### config.mk
export PLATFORM = sky130hd
export DESIGN_NAME = serial_adder_ctrl
export DESIGN_NICKNAME = d
export VERILOG_FILES = /design/src/rtl/serial_adder_ctrl.sv
export SDC_FILE = /design/constraint.sdc
export NUM_CORES = 1
export LEC_CHECK = 0
export ABC_CLOCK_PERIOD_IN_PS = 1800
export CAP_MARGIN = 20
export CORE_ASPECT_RATIO = 0.9
export CORE_MARGIN = 1
export CORE_UTILIZATION = 50
export DETAILED_ROUTE_END_ITERATION = 10
export GPL_TIMING_DRIVEN = 0
export PLACE_DENSITY = 0.76
export RECOVER_POWER = 100
export SYNTH_ARGS = -nofsm -noshare
export SYNTH_HDL_FRONTEND = slang
export SYNTH_SLANG_ARGS = --single-unit
### constraint.sdc
create_clock -name clk -period 1.8 [get_ports clk]
set_input_delay 0.54 -clock clk [delete_from_list [all_inputs] [get_ports clk]]
set_output_delay 0.54 -clock clk [all_outputs]
set_load 0.05 [all_outputs]
### src/rtl/serial_adder_ctrl.sv
// Bit-serial adder: one full adder walks a and b LSB first, one bit per clock,
// and publishes {cout,sum} with a one-cycle done pulse.
module serial_adder_ctrl #(
  parameter int WIDTH = 8
) (
  input  logic             clk,
  input  logic             rst,
  input  logic             start,
  input  logic [WIDTH-1:0] a,
  input  logic [WIDTH-1:0] b,
  input  logic             cin,
  output logic             busy,
  output logic             done,
  output logic [WIDTH-1:0] sum,
  output logic             cout
);

  localparam int CW = (WIDTH > 1) ? $clog2(WIDTH) : 1;
  localparam logic [CW-1:0] LAST = CW'(WIDTH - 1);

  typedef enum logic [1:0] {IDLE, SHIFT, DONE} state_t;

  state_t           state;
  logic [WIDTH-1:0] a_reg;
  logic [WIDTH-1:0] b_reg;
  logic [WIDTH-1:0] s_reg;
  logic             carry;
  logic [CW-1:0]    cnt;
  logic             fa_sum;
  logic             fa_carry;

  always_comb begin
    fa_sum   = a_reg[0] ^ b_reg[0] ^ carry;
    fa_carry = (a_reg[0] & b_reg[0]) | (a_reg[0] & carry) | (b_reg[0] & carry);
  end

  always_ff @(posedge clk) begin
    if (rst) begin
      state <= IDLE;
      a_reg <= '0;
      b_reg <= '0;
      s_reg <= '0;
      carry <= 1'b0;
      cnt   <= '0;
      busy  <= 1'b0;
      done  <= 1'b0;
      sum   <= '0;
      cout  <= 1'b0;
    end else begin
      case (state)
        IDLE, DONE: begin
          // DONE accepts start exactly like IDLE so operations can run back to back
          done <= 1'b0;
          if (start) begin
            a_reg <= a;
            b_reg <= b;
            carry <= cin;
            cnt   <= '0;
            busy  <= 1'b1;
            state <= SHIFT;
          end else begin
            busy  <= 1'b0;
            state <= IDLE;
          end
        end
        SHIFT: begin
          a_reg <= a_reg >> 1;
          b_reg <= b_reg >> 1;
          s_reg <= {fa_sum, s_reg[WIDTH-1:1]};
          carry <= fa_carry;
          // The counter stops at the last bit instead of wrapping
          if (cnt == LAST) begin
            sum   <= {fa_sum, s_reg[WIDTH-1:1]};
            cout  <= fa_carry;
            busy  <= 1'b0;
            done  <= 1'b1;
            state <= DONE;
          end else begin
            cnt <= cnt + 1'b1;
          end
        end
        default: begin
          busy  <= 1'b0;
          done  <= 1'b0;
          state <= IDLE;
        end
      endcase
    end
  end

endmodule

==> results of run 1 <==
-- timing repair --
action / in CTS / in global routing
endpoints found under the setup margin: 11 / 10
gates resized for setup: 13 / 14
hold buffers: 0 / 0
-- path summary, 6_finish.rpt --
check	depth (start not counted)	end	startpoint	slack [ns]
worst max-delay path	1	sum[0]	sum[0]	0.06
worst min-delay path	2	sum[0]	sum[0]	0.46
worst max register to register	5	sum[6]	busy	0.20
worst min register to register	2	sum[0]	sum[0]	0.46
-- cells in the mapped netlist (2+ instances only) --
| master | n | area (µm²) |
|---|---|---|
| a21oi_1 | 22 | 110 |
| a311oi_1 | 15 | 131 |
| buf_2 | 5 | 25.0 |
| buf_4 | 5 | 37.5 |
| buf_6 | 2 | 22.5 |
| clkbuf_1 | 3 | 11.3 |
| dfxtp_1 | 39 | 781 |
| ha_1 | 3 | 37.5 |
| nand2_1 | 57 | 214 |
| nand2b_1 | 3 | 18.8 |
| nand3_1 | 14 | 70.1 |
| nor2_1 | 16 | 60.1 |
| nor2b_1 | 2 | 12.5 |
| nor3b_1 | 2 | 15.0 |
-- layout by cell type, fill, tap and decap left out, types with 2 or more instances in the layout --
cell	Yosys	routed
nand2_1	57	57
dfxtp_1	39	39
a21oi_1	22	22
clkdlybuf4s50_1	0	17
nor2_1	16	16
a311oi_1	15	15
nand3_1	14	14
clkbuf_1	3	6
clkdlybuf4s15_1	0	6
buf_4	5	5
clkbuf_4	0	5
clkbuf_2	0	4
nand2b_1	3	3
buf_2	5	3
ha_1	3	3
nor2b_1	2	2
nor3b_1	2	2
-- routing by layer --
metal,track usage,wire length [µm]
met4,0.0667,19
met2,0.429,1810
met1,0.277,1590
met3,0.0679,146
met5,0,0
-- layout make-up --
cell class                      instances  area (µm²)
Buffer                                 16        90.1
Sequential cell                        39         781
Fill cell                             293        1060
Clock inverter                          3        43.8
Timing Repair Buffer                   29         269
Multi-Input combinational cell        138         711
Tap cell                               42        52.6
Clock buffer                            5        37.5
-- kinds of logic (layout without fill, tap and decap cells) --
family | count (synthesis) | after routing
simple gates | 97 | 97
flops | 39 | 39
compound gates | 37 | 37
buf+inv | 16 | 53
fa+ha+maj | 4 | 4
-- power groups by stage --
stage | Sequential (mW) | Clock (mW) | Combinational (mW)
after floorplan | 0.952 | 0 | 0.144
after global placement | 0.951 | 0 | 0.222
after detailed placement | 0.953 | 0 | 0.232
after CTS | 0.934 | 0.593 | 0.233
after global routing | 0.941 | 0.637 | 0.253
final | 0.934 | 0.586 | 0.228
==> flow_summary.json, run 1 <==
{
  "period_needed_ns": 1.74,
  "grt_pass1_wl_mm": 6.18,
  "cts.sinks": 39,
  "synthArstFlopShare": 0,
  "power_mw": 1.75,
  "avgViaCountPerCell": 5.24,
  "h-tree-depth": 2,
  "p_sw_mw": 0.448,
  "dp_hpwl_mm": 2.55,
  "post_dp_cell_area_mm2": 0.00193,
  "pre_cts_slack_ns": -0.0972,
  "hold_violations": 0,
  "die_w_um": 61.5,
  "synth_seq_cells": 39,
  "maxCapViolCount": 0,
  "p_seq_frac": 0.534,
  "worstMarginPinSlew_ns": 0.516,
  "final_cells": 272,
  "syn_area_mm2": 0.00159,
  "power_density_mw_per_mm2": 881,
  "crit_path_start_kind": "register",
  "first_pass_iters": 5,
  "cts.path.max_buffers": 2,
  "worstSetupEndpointType": "primary output",
  "setup_slack_ns": 0.0568,
  "drt-total-wl_mm": 3.56,
  "path_max_fanout": 2,
  "worstSkewPairLatency_ns": 0.35,
  "synth-compound-area-share": 0.152,
  "synth_edf_count": 0,
  "areaGrowthSynthToFinish_pct": 24.7,
  "ys_types": 19,
  "drc": 0,
  "portBuffers": 29,
  "ant_nets": 0,
  "cts_root_buffer": "clkbuf_4",
  "postCtsSetupRepairBufs": 0,
  "finClkSkew_ns": 0.0135,
  "syn_area_per_cell_um2": 8.25,
  "path_clk_slew_ns": 0.11,
  "place_congestion": 0.835,
  "crit_type": "reg2out",
  "yosysSeqAreaShare": 0.491,
  "insertedDiodeCount": 0,
  "synth_adder_area_share": 0.0362,
  "synthesis.nets": 217,
  "path_buf_inv": 1,
  "synthMuxAreaShare": 0,
  "outcome": "finished, final reports clean",
  "grt_pass1_vias": 1458,
  "drv_slew": 0,
  "grt.total_usage": 0.242,
  "critical_path.top_delay_family": "buffers and inverters",
  "rsz0062_at_grt": "false",
  "grt_max_degree": 14,
  "drt-wirelength-per-cell_um": 13.1,
  "path_cells": "dlygate4sd2_1",
  "drt_iter0_drc": 47,
  "yosys.area_share.simple": 0.259,
  "p_leak_nw": 0.748,
  "finalCritPeriodShare": 0.968,
  "drive_gt1_frac": 0.0913,
  "hp-class": "reg2reg",
  "placed_cells": 264,
  "synth_top_family_by_area": "simple AND/OR/NAND/NOR gates",
  "fmax_ghz": 0.574,
  "fp.coreArea_mm2": 0.00304,
  "synth_ff_type": "dfxtp_1",
  "yosysWarnings": 0,
  "nets": 253,
  "final_util": 0.652,
  "intPower_mw": 1.30,
  "die-area_mm2": 0.00341,
  "synth-xor-area-share": 0,
  "timing.hold.ws_ns": 0.462,
  "worstPathArrival_ns": 1.20,
  "cts_tree": "yes",
  "p_sw_frac": 0.256,
  "clockPowerShare": 0.335,
  "design_area_mm2": 0.00198,
  "slowest_delay_ns": 0.52,
  "crit_required_ns": 1.26,
  "route.vias.total": 1426,
  "setup_tns_ns": 0,
  "numCtsBuffers": 5,
  "antenna_found_initial": 0,
  "syn_inst": 193,
  "slowest_stage": "dlygate4sd2_1",
  "initial_core_util": 0.523,
  "fp.dieH_um": 55.5,
  "io_pins": 31,
  "peakVddDrop_mv": 0.488,
  "rows": 19,
  "slew_headroom": 0.656,
  "overflow": 0,
  "p_comb_frac": 0.131,
  "setup_violations": 0
}
(Power assumes the default switching activity.)
==> run 2: changes to the inputs <==
- ABC_CLOCK_PERIOD_IN_PS: 1800 -> 2300
- CORE_UTILIZATION: 50 -> 54
- PLACE_DENSITY: 0.76 -> 0.81
- clock period: 1.8 -> 2.3 ns (I/O delays scaled with it)
==> run 2 against run 1 <==
Clock skew grew 0.0069 ns. Setup slack gained 0.011 ns. Flip-flop and latch count is the same. Sequential share of layout area shrank 0.73 points. Power shrank 15%. Register-to-register slack gained 0.53 ns. Clock power shrank 2%. Critical path type unchanged. First-iteration DRC count grew 45%.
==> flow_summary.json, run 2 (synthesis gave the netlist of run 1 again) <==
{
  "insertedDiodeCount": 0,
  "drive_gt1_frac": 0.0696,
  "nFillCells": 249,
  "grt_pass1_vias": 1348,
  "grt_pass1_wl_mm": 5.97,
  "drc": 0,
  "ant_nets": 0,
  "antenna_found_initial": 0,
  "avgViaCountPerCell": 5.35,
  "path_buf_inv": 1,
  "rsz0062_at_grt": "false",
  "cts.path.max_buffers": 2,
  "setup_tns_ns": 0,
  "period_needed_ns": 2.23,
  "overflow": 0,
  "route.vias.total": 1444,
  "drt-total-wl_mm": 3.61,
  "worstPathArrival_ns": 1.54,
  "power_density_mw_per_mm2": 735,
  "drt_iter0_drc": 68,
  "place_congestion": 0.807,
  "slowest_delay_ns": 0.81,
  "maxCapViolCount": 0,
  "multi_input_area_um2": 711,
  "slowest_stage": "clkdlybuf4s50_1",
  "hp-class": "reg2reg",
  "drt-wirelength-per-cell_um": 13.4,
  "hold_violations": 0,
  "path_clk_slew_ns": 0.13,
  "nets": 253,
  "fp.coreArea_mm2": 0.00277,
  "initial_core_util": 0.575,
  "p_leak_nw": 0.737,
  "crit_required_ns": 1.61,
  "drv_slew": 0,
  "numCtsBuffers": 5,
  "crit_path_start_kind": "register",
  "postCtsSetupRepairBufs": 0,
  "path_cells": "clkdlybuf4s50_1",
  "fmax_ghz": 0.448,
  "rows": 18,
  "setup_violations": 0,
  "critical_path.top_delay_family": "buffers and inverters",
  "finClkSkew_ns": 0.0204,
  "fp.dieH_um": 53.5,
  "areaGrowthSynthToFinish_pct": 27.0,
  "path_max_fanout": 2,
  "regArea_um2": 781,
  "worstSkewPairLatency_ns": 0.37,
  "io_pins": 31,
  "slew_headroom": 0.661,
  "r2r_slack_ns": 0.73,
  "dp_hpwl_mm": 2.60,
  "worstSetupEndpointType": "primary output",
  "crit_type": "reg2out",
  "final_util": 0.730,
  "grt.total_usage": 0.265,
  "cts.sinks": 39,
  "grt_max_degree": 14,
  "h-tree-depth": 2,
  "portBuffers": 29,
  "cts_root_buffer": "clkbuf_4",
  "final_cell_mix": "57 x nand2_1, 39 x dfxtp_1, 27 x clkdlybuf4s50_1, 22 x a21oi_1, 16 x nor2_1",
  "first_pass_iters": 4,
  "cts_tree": "yes",
  "worstMarginPinSlew_ns": 0.507,
  "finalCritPeriodShare": 0.971,
  "die_w_um": 59.2,
  "die-area_mm2": 0.00317,
  "final_common_cell": "nand2_1",
  "outcome": "finished, final reports clean",
  "peakVddDrop_mv": 0.798
}
run 2: metal layers:
metal | wire [µm] | global-route usage | vias up
met5 | 0 | 0 | -
met4 | 53 | 0.0952 | 0
met3 | 135 | 0.0807 | 5
met2 | 1820 | 0.455 | 33
met1 | 1600 | 0.311 | 679
li1 | - | - | 727
run 2: layout make-up:
type,instances,share of cell area
multi-input cells,138,0.351
clock inverters,3,0.0334
flip-flops and latches,39,0.386
clock buffers,5,0.0186
repair buffers,29,0.143
plain buffers,16,0.0427
well taps,40,0.0248
run 2: tightest hold or removal path, cell delays in order (launching register included):
cell     delay, ns
dfxtp_1       0.33
nand2_1       0.05
a21oi_1       0.05
run 2: stage by stage:
stage | setup WS [ns] | total power [mW] | hold slack, ns | instance area [µm²] | instances
3_5_place_dp | 0.227 | 0.927 | 0.450 | 1930 | 262
4_1_cts | 0.0592 | 1.49 | 0.472 | 2040 | 270
3_3_place_gp | 0.303 | 0.916 | 0.443 | 1930 | 262
5_1_grt | 0.0147 | 1.54 | 0.490 | 2020 | 270
6_report | 0.0677 | 1.49 | 0.469 | 2020 | 270
2_1_floorplan | 0.875 | 0.858 | 0.437 | 1590 | 193
run 2: worst paths after layout:
check	startpoint	endpoint	depth (start not counted)
min	sum[5]	sum[5]	2
min reg2reg	sum[5]	sum[5]	2
max	cout	cout	1
max reg2reg	busy	sum[6]	5
run 2: timing repair:
action                                 CTS  global route
setup endpoints to repair                1             0
hold buffers                             0             0
endpoints found under the hold margin    0             0
resized for setup                        1             0
run 2: where the power goes:
part	total [mW]	switching, mW	internal, mW
logic	0.177	0.0977	0.0789
registers	0.731	0.0219	0.709
clock network	0.577	0.240	0.338
